$ cat src/rtl/cpu_pkg.sv
// rtl/cpu_pkg.sv - shared widths, register constants and control bundle layout for the 16-bit core
package cpu_pkg;

    localparam int DATA_W = 16;
    localparam int ADDR_W = 4;
    localparam int CTRL_W = 8;

    localparam logic [ADDR_W-1:0] REG_ZERO = '0;

    localparam int CTRL_EX_LSB  = 0;
    localparam int CTRL_MEM_LSB = 4;
    localparam int CTRL_WB_LSB  = 6;

    localparam logic [15:0] STALL_CNT_MAX = 16'hFFFF;

    // Field layout of the opaque control bundle; EX never looks inside it.
    typedef struct packed {
        logic [CTRL_W-CTRL_WB_LSB-1:0]       wb;
        logic [CTRL_WB_LSB-CTRL_MEM_LSB-1:0] mem;
        logic [CTRL_MEM_LSB-CTRL_EX_LSB-1:0] ex;
    } ctrl_t;

    function automatic logic src_hit(input logic en, input logic [ADDR_W-1:0] src,
                                     input logic [ADDR_W-1:0] dst);
        return en && (src == dst);
    endfunction

endpackage

$ cat src/rtl/fwd_mux.sv
// rtl/fwd_mux.sv - per-operand bypass select: R0, EX/MEM result, MEM/WB result or captured RF data
module fwd_mux
    import cpu_pkg::*;
(
    input  logic [ADDR_W-1:0] i_addr,
    input  logic [DATA_W-1:0] i_rf_data,
    input  logic [ADDR_W-1:0] i_exm_dst_addr,
    input  logic              i_exm_we,
    input  logic              i_exm_is_load,
    input  logic [DATA_W-1:0] i_exm_result,
    input  logic [ADDR_W-1:0] i_mwb_dst_addr,
    input  logic              i_mwb_we,
    input  logic [DATA_W-1:0] i_mwb_result,
    output logic [DATA_W-1:0] o_data
);

    always_comb begin
        o_data = i_rf_data;
        if (i_addr == REG_ZERO) begin
            o_data = '0;
        end else if (i_exm_we && !i_exm_is_load && (i_exm_dst_addr == i_addr)) begin
            o_data = i_exm_result;
        end else if (i_mwb_we && (i_mwb_dst_addr == i_addr)) begin
            o_data = i_mwb_result;
        end
    end

endmodule

$ cat src/rtl/id_ex_fwd.sv
// rtl/id_ex_fwd.sv - ID->EX pipeline register with operand bypass, load-use stall and halt
module id_ex_fwd
    import cpu_pkg::*;
(
    input  logic              clk,
    input  logic              rst,
    input  logic              id_valid,
    input  logic [ADDR_W-1:0] id_p0_addr,
    input  logic [ADDR_W-1:0] id_p1_addr,
    input  logic              id_re0,
    input  logic              id_re1,
    input  logic [ADDR_W-1:0] id_dst_addr,
    input  logic              id_we,
    input  logic              id_is_load,
    input  logic [CTRL_W-1:0] id_ctrl,
    input  logic [DATA_W-1:0] rf_p0,
    input  logic [DATA_W-1:0] rf_p1,
    input  logic [ADDR_W-1:0] exm_dst_addr,
    input  logic              exm_we,
    input  logic              exm_is_load,
    input  logic [DATA_W-1:0] exm_result,
    input  logic [ADDR_W-1:0] mwb_dst_addr,
    input  logic              mwb_we,
    input  logic [DATA_W-1:0] mwb_result,
    input  logic              flush,
    input  logic              hlt,
    output logic              stall_id,
    output logic              ex_valid,
    output logic [DATA_W-1:0] ex_op0,
    output logic [DATA_W-1:0] ex_op1,
    output logic [ADDR_W-1:0] ex_dst_addr,
    output logic              ex_we,
    output logic              ex_is_load,
    output logic [CTRL_W-1:0] ex_ctrl,
    output logic [15:0]       stall_cnt
);

    logic              r_ex_valid;
    logic              r_ex_we;
    logic              r_ex_is_load;
    logic [ADDR_W-1:0] r_p0_addr;
    logic [ADDR_W-1:0] r_p1_addr;
    logic [DATA_W-1:0] r_p0_data;
    logic [DATA_W-1:0] r_p1_data;
    logic [ADDR_W-1:0] r_dst_addr;
    ctrl_t             r_ctrl;
    logic              r_halted;
    logic [15:0]       r_stall_cnt;

    logic              w_load_in_ex;
    logic              w_stall;
    logic              w_bubble;

    assign w_load_in_ex = r_ex_valid && r_ex_is_load && (r_dst_addr != REG_ZERO);
    assign w_stall      = !r_halted && w_load_in_ex && id_valid &&
                          (src_hit(id_re0, id_p0_addr, r_dst_addr) ||
                           src_hit(id_re1, id_p1_addr, r_dst_addr));
    assign w_bubble     = r_halted || hlt || flush || w_stall;

    always_ff @(posedge clk) begin
        if (rst) begin
            r_ex_valid   <= 1'b0;
            r_ex_we      <= 1'b0;
            r_ex_is_load <= 1'b0;
            r_p0_addr    <= '0;
            r_p1_addr    <= '0;
            r_p0_data    <= '0;
            r_p1_data    <= '0;
            r_dst_addr   <= '0;
            r_ctrl       <= '0;
            r_halted     <= 1'b0;
            r_stall_cnt  <= '0;
        end else begin
            // A stall overridden by a flush never holds ID, so it is not a stall cycle.
            if (w_stall && !flush && (r_stall_cnt != STALL_CNT_MAX)) begin
                r_stall_cnt <= r_stall_cnt + 16'd1;
            end
            if (hlt) begin
                r_halted <= 1'b1;
            end
            if (w_bubble) begin
                r_ex_valid   <= 1'b0;
                r_ex_we      <= 1'b0;
                r_ex_is_load <= 1'b0;
            end else begin
                r_ex_valid   <= id_valid;
                r_ex_we      <= id_we && id_valid;
                r_ex_is_load <= id_is_load && id_valid;
                r_p0_addr    <= id_p0_addr;
                r_p1_addr    <= id_p1_addr;
                r_p0_data    <= rf_p0;
                r_p1_data    <= rf_p1;
                r_dst_addr   <= id_dst_addr;
                r_ctrl       <= id_ctrl;
            end
        end
    end

    fwd_mux u_fwd0 (
        .i_addr         (r_p0_addr),
        .i_rf_data      (r_p0_data),
        .i_exm_dst_addr (exm_dst_addr),
        .i_exm_we       (exm_we),
        .i_exm_is_load  (exm_is_load),
        .i_exm_result   (exm_result),
        .i_mwb_dst_addr (mwb_dst_addr),
        .i_mwb_we       (mwb_we),
        .i_mwb_result   (mwb_result),
        .o_data         (ex_op0)
    );

    fwd_mux u_fwd1 (
        .i_addr         (r_p1_addr),
        .i_rf_data      (r_p1_data),
        .i_exm_dst_addr (exm_dst_addr),
        .i_exm_we       (exm_we),
        .i_exm_is_load  (exm_is_load),
        .i_exm_result   (exm_result),
        .i_mwb_dst_addr (mwb_dst_addr),
        .i_mwb_we       (mwb_we),
        .i_mwb_result   (mwb_result),
        .o_data         (ex_op1)
    );

    assign stall_id    = w_stall;
    assign ex_valid    = r_ex_valid;
    assign ex_we       = r_ex_we;
    assign ex_is_load  = r_ex_is_load;
    assign ex_dst_addr = r_dst_addr;
    assign ex_ctrl     = r_ctrl;
    assign stall_cnt   = r_stall_cnt;

endmodule

$ cat config.mk
export PLATFORM = sky130hd
export DESIGN_NAME = id_ex_fwd
export DESIGN_NICKNAME = d
export VERILOG_FILES = /design/src/rtl/cpu_pkg.sv /design/src/rtl/fwd_mux.sv /design/src/rtl/id_ex_fwd.sv
export SDC_FILE = /design/constraint.sdc
export NUM_CORES = 1
export LEC_CHECK = 0
export CAP_MARGIN = 0
export CORE_ASPECT_RATIO = 1.2
export CORE_UTILIZATION = 43
export CTS_CLUSTER_SIZE = 28
export DETAILED_ROUTE_END_ITERATION = 16
export GPL_TIMING_DRIVEN = 0
export PLACE_DENSITY_LB_ADDON = 0.08
export REMOVE_ABC_BUFFERS = 1
export SYNTH_ARGS = -nofsm -noshare
export SYNTH_HDL_FRONTEND = slang
export SYNTH_SLANG_ARGS = --single-unit
$ cat constraint.sdc
create_clock -name clk -period 2.6 [get_ports clk]
set_clock_uncertainty 0.15 [all_clocks]
set_input_delay 0.26 -clock clk [delete_from_list [all_inputs] [get_ports clk]]
set_output_delay 0.26 -clock clk [all_outputs]
set_load 0.05 [all_outputs]
; Yosys cells after proc, flatten, opt, wreduce, memory -nomap -nowiden
; Cells that the tools add are included.
[totals]
register_bits = 72
latch_bits = 0
mem_bits_rw = 0
romBits = 0
in_bits = 104
wordCells = 54
memories = 0
[op_classes]
n_addsub = 1
mul = 0
div = 0
magnitude_cmp = 0
n_eq_ne = 7
shifts = 0
n_mux = 6
bitwise = 0
n_reduce_logical = 27
[op_table]
columns = op, count
row1 = $mux 16, 6
row2 = $eq 4x4->1, 6
row3 = $add 16x1->16 const B, 1
row4 = $logic_and 1x1->1, 16
row5 = $ne 16x16->1 const B, 1
row6 = $logic_not 4->1, 2
row7 = $logic_or 1x1->1, 4
row8 = $reduce_bool 4->1, 1
row9 = $logic_not 1->1, 3
row10 = $reduce_or 2->1, 1

; Logic depth before layout (Yosys ltp)
; Gate-level depths: netlist of the first run.
[depth]
ltp_word = 7
mapped_depth = 9
depth_no_buf = 7

; Hierarchy
; From an unflattened synthesis of the first run, not the netlist that was laid out.
[unflattened]
cells_unflattened = 555
hier_area_um2 = 4317.9
[modules_own_cells]
columns = mod, instances, cells_per_inst, area_per_inst_um2
row1 = id_ex_fwd, 1, 355, 2939.1
row2 = fwd_mux, 2, 100, 689.4

; Worst setup path after synthesis of the first run
; No wires, ideal clock.
[synth_path]
path_kind = flip-flop to output port
start = reg r_p0_addr[2]
end = out ex_op0[12]
t_arrival_ns = 2.577
required_ns = 2.190
path_slack_ns = -0.387
stages_incl_launch_ff = 6
n_path_buf = 1
path_cell_list = dfxtp_1 -> xor2_1 -> nor4_4 -> buf_6 -> mux2i_1 -> a211oi_1
[synth_between]
elab_chain_cells = 5
[synth_lines]
columns = item, line
row1 = from (decl), id_ex_fwd.sv:41  ; logic [ADDR_W-1:0] r_p0_addr;
row2 = from (signal assigned), id_ex_fwd.sv:89  ; r_p0_addr <= id_p0_addr;
row3 = $eq 4x4->1, fwd_mux.sv:23  ; end else if (i_mwb_we && (i_mwb_dst_addr == i_addr)) begin
row4 = $logic_and 1x1->1, fwd_mux.sv:23
row5 = $mux 16, fwd_mux.sv:23
row6 = $mux 16, fwd_mux.sv:21  ; end else if (i_exm_we && !i_exm_is_load && (i_exm_dst_addr == i_addr)) begin
row7 = $mux 16 *, fwd_mux.sv:19  ; if (i_addr == REG_ZERO) begin
row8 = to (decl), id_ex_fwd.sv:29  ; output logic [DATA_W-1:0] ex_op0,
; Every way passes the cells marked *; elsewhere a longest branch is shown, timed or not.

; Worst setup path after layout of the first run
[layout_path]
start = reg r_p1_addr[2]
end = out ex_op1[9]
[layout_between]
elab_chain_cells = 5
[layout_lines]
columns = item, line
row1 = from (decl), id_ex_fwd.sv:42  ; logic [ADDR_W-1:0] r_p1_addr;
row2 = from (signal assigned), id_ex_fwd.sv:90  ; r_p1_addr <= id_p1_addr;
row3 = $eq 4x4->1, fwd_mux.sv:23
row4 = $logic_and 1x1->1, fwd_mux.sv:23
row5 = $mux 16, fwd_mux.sv:23
row6 = $mux 16, fwd_mux.sv:21
row7 = $mux 16 *, fwd_mux.sv:19
row8 = to (decl), id_ex_fwd.sv:30  ; output logic [DATA_W-1:0] ex_op1,
; Marked as above.

==> impl_metrics.env, run 1 <==
export IMPL_status="complete, but fails checks"
export IMPL_violations="setup timing"
export IMPL_fin_area_um2=6330
export IMPL_crit_required_ps=2190
export IMPL_viasPerCell=5.35
export IMPL_fin_nets=713
export IMPL_dieArea_um2=9550
export IMPL_wl_per_cell_um=17.3
export IMPL_crit_fanout=4
export IMPL_syn_avg_cell_area_um2=9.34
export IMPL_drc_errors=0
export IMPL_worstMarginPinSlew_ps=753
export IMPL_clk_pin_slew_ps=80
export IMPL_clock_latency_ps=360
export IMPL_finalNonFillerCells=730
export IMPL_cp_endpoint="ex_op1[9]"
export IMPL_antennaDiodeCount=0
export IMPL_io_buffers=167
export IMPL_cts_made_buffers=9
export IMPL_grt_pass1_vias=3781
export IMPL_track_usage_pct=25.6
export IMPL_root_buffer="clkbuf_8"
export IMPL_ys_warn_count=0
export IMPL_placed_area_um2=5720
export IMPL_peakVddDrop_mv=0.332
export IMPL_ys_top_cells_by_area="dfxtp_1, mux2i_1, nor2_1"
export IMPL_hold_violations=0
export IMPL_core_area_um2=8750
export IMPL_reg2reg_slack_ps=230
export IMPL_antenna_found_initial=0
export IMPL_r2r_end="r_p1_data[12]$_SDFFE_PP0N_"
export IMPL_critPathKind="reg -> out"
export IMPL_fmax_ghz=0.378
export IMPL_clockBufferDepth=2
export IMPL_gp_congestion=0.815
export IMPL_grt_overflow=0
export IMPL_die_height_um=107
export IMPL_drtIter0Drc=124
export IMPL_hold_class="in -> reg"
export IMPL_cp_end_kind="output pin"
export IMPL_grt_max_degree=38
export IMPL_ys_ff_latch=72
export IMPL_fill_cells=678
export IMPL_crit_arrival_ps=2230
export IMPL_postRouteAntennaNets=0
export IMPL_start_util_pct=45.0
export IMPL_leakagePower_nw=2.32
export IMPL_crit_path_frequent_cell="buf_4"
export IMPL_num_io_pins=168
export IMPL_cts_tree="done"
export IMPL_layout_drive_gt1_share_pct=22.5
export IMPL_p_per_area_nw_per_um2=450
export IMPL_final_setup_tns_ps=-181
export IMPL_synth_cells=422
export IMPL_period_needed_ps=2640
export IMPL_cpMaxStageDelayCell="dfxtp_4"
export IMPL_synth_area_leader_cell="dfxtp_1"
export IMPL_slew_headroom_pct=49.8
export IMPL_setup_viol=11
export IMPL_dp_cells=693
export IMPL_reg2reg_depth=9
export IMPL_whs_ps=296
export IMPL_timing_rr_start="ex_dst_addr[0]$_SDFFE_PP0N_"
export IMPL_critPathLaunchType="flip-flop"
export IMPL_path_cells="xor2_2 -> a221oi_4 -> buf_4 -> nand4b_1 -> buf_4 -> buf_4 -> a211oi_1 -> clkbuf_4"
export IMPL_netlist_area_leader_share_pct=36.6
export IMPL_fin_crit_sh_pct=102
export IMPL_crit_start="r_p1_addr[2]$_SDFFE_PP0N_"
export IMPL_syn_to_final_growth_pct=60.6
export IMPL_dr_pass1_iters=4
export IMPL_synth_cell_area_um2=3940
export IMPL_cts_sinks=72
export IMPL_ys_seq_area_share_pct=36.6
export IMPL_report_final_slew_viol_count=0
export IMPL_fp_dieW_um=89.4
export IMPL_ys_types=39
export IMPL_timing_final_ws_setup_ps=-44.2
export IMPL_row_count=37
export IMPL_h_tree_depth=3
export IMPL_cpPeakStageDelay_ps=380
export IMPL_grt_pass1_wl_mm=18.6
export IMPL_dp_hpwl_mm=8.29
export IMPL_routed_wl_mm=12.6
export IMPL_drv_cap=0
export IMPL_num_vias=3907
==> synthesized netlist by cell type (all sizes together) <==
| cell | count |
|---|---|
| a211oi | 32 |
| a21oi | 9 |
| a221oi | 1 |
| and2 | 2 |
| and3 | 3 |
| and3b | 1 |
| and4 | 2 |
| buf | 10 |
| clkbuf | 17 |
| dfxtp | 72 |
| ha | 1 |
| inv | 4 |
| mux2 | 2 |
| mux2i | 85 |
| nand2 | 5 |
| nand3 | 6 |
| nand4 | 5 |
| nand4b | 2 |
| nor2 | 96 |
| nor2b | 3 |
| nor3 | 6 |
| nor4 | 6 |
| nor4b | 1 |
| o211ai | 3 |
| o21ai | 4 |
| o22ai | 1 |
| o31ai | 6 |
| or2 | 3 |
| or3 | 3 |
| or4 | 5 |
| xnor2 | 6 |
| xor2 | 20 |
==> per-stage QoR <==
step / setup WS, ps / utilization [%] / total power, mW
4_1_cts: 1.59 / 69.0 / 2.83
3_3_place_gp: -2730 / 63.4 / 1.73
5_1_grt: -103 / 72.3 / 2.94
3_5_place_dp: -1290 / 65.3 / 1.76
6_report: -44.2 / 72.3 / 2.85
2_1_floorplan: -1770 / - / 1.45
==> worst max-delay path: cells and delay by family (launching register included) <==
kind,cells,cell delay (ps)
and+or+nand+nor,1,100
xor gates and xnor gates,1,200
buffers and inverters,4,770
AOI/OAI and AO/OA,2,420
DFF,1,380
==> cells by family (layout without fill, tap and decap cells) <==
logic type | after synthesis | in the layout | synth area share [%]
compound gates | 56 | 56 | 10.6
mux | 87 | 87 | 22.2
xor+xnor | 26 | 26 | 5.78
buf+inv | 31 | 220 | 5.81
flops | 72 | 72 | 36.6
simple gates | 149 | 151 | 18.8
fa+ha+maj | 1 | 1 | 0.317
==> routing by layer <==
layer | GRT usage (%) | wire, um | vias up
met5 | 0 | 0 | -
met4 | 12.2 | 295 | 0
met3 | 6.62 | 1060 | 21
met2 | 43.7 | 6210 | 138
met1 | 29.3 | 5050 | 1860
li1 | - | - | 1888
==> final cells by class <==
cell class	instances	area, um^2	area share, %
inverters	4	15.0	0.237
well taps	117	146	2.31
repair buffers	200	1980	31.3
clock inverters	4	75.1	1.19
clock buffers	12	165	2.61
flip-flops and latches	72	1460	23.1
multi-input cells	321	2480	39.3
==> flip-flops by register name, summed over array words and instances, names as in the netlist <==
name and count:
r_halted 1, ex_we 1, r_p0_addr 4, ex_ctrl 8, r_p0_data 16, ex_dst_addr 4
r_p1_data 16, r_p1_addr 4, ex_is_load 1, ex_valid 1, stall_cnt 16
==> report_power, final <==
group	total (mW)	internal, mW	switching (mW)
Combinational	0.625	0.314	0.310
Clock	1.05	0.619	0.436
Sequential	1.17	1.14	0.0314
==> cells in the final DEF (no fill, tap or decap), types with 5 or more instances in the layout <==
master           count
clkdlybuf4s50_1    130
clkbuf_8            12
dfxtp_1             64
a21oi_1              9
nand4_1              5
xor2_1              19
nor2_1              91
buf_12               5
nor2_2               5
buf_4               37
or4_1                5
buf_6               18
o31ai_1              6
mux2i_1             84
nand3_1              5
a211oi_1            14
a211oi_2            18
==> worst min-delay path by stage <==
stage | endpoint | from | slack, ps | depth (start not counted)
after floorplan | stall_cnt[10]$_SDFFE_PP0P_ | rst | 180 | 1
after global placement | r_p0_data[1]$_SDFFE_PP0N_ | r_p0_data[1]$_SDFFE_PP0N_ | 320 | 2
after detailed placement | r_p0_data[6]$_SDFFE_PP0N_ | r_p0_data[6]$_SDFFE_PP0N_ | 330 | 2
after CTS | r_p1_data[8]$_SDFFE_PP0N_ | rst | 290 | 2
after global routing | ex_we$_SDFF_PP0_ | id_we | 330 | 2
final | r_p0_data[4]$_SDFFE_PP0N_ | rst | 300 | 2
==> timing repair <==
action / 4_1_cts / 5_1_grt
gates cloned: 2 / 1
pin swaps: 13 / 11
endpoints found under the setup margin: 44 / 32
buffers inserted: 10 / 8
hold buffers: 0 / 0
resized for setup: 223 / 74
(Power assumes the default switching activity.)
==> run 2: changes to the inputs <==
HOLD_SLACK_MARGIN = 0.03   (was not set)
==> results of run 2 <==
Same layout as run 1: the final DEF is identical, and so are final timing and power.
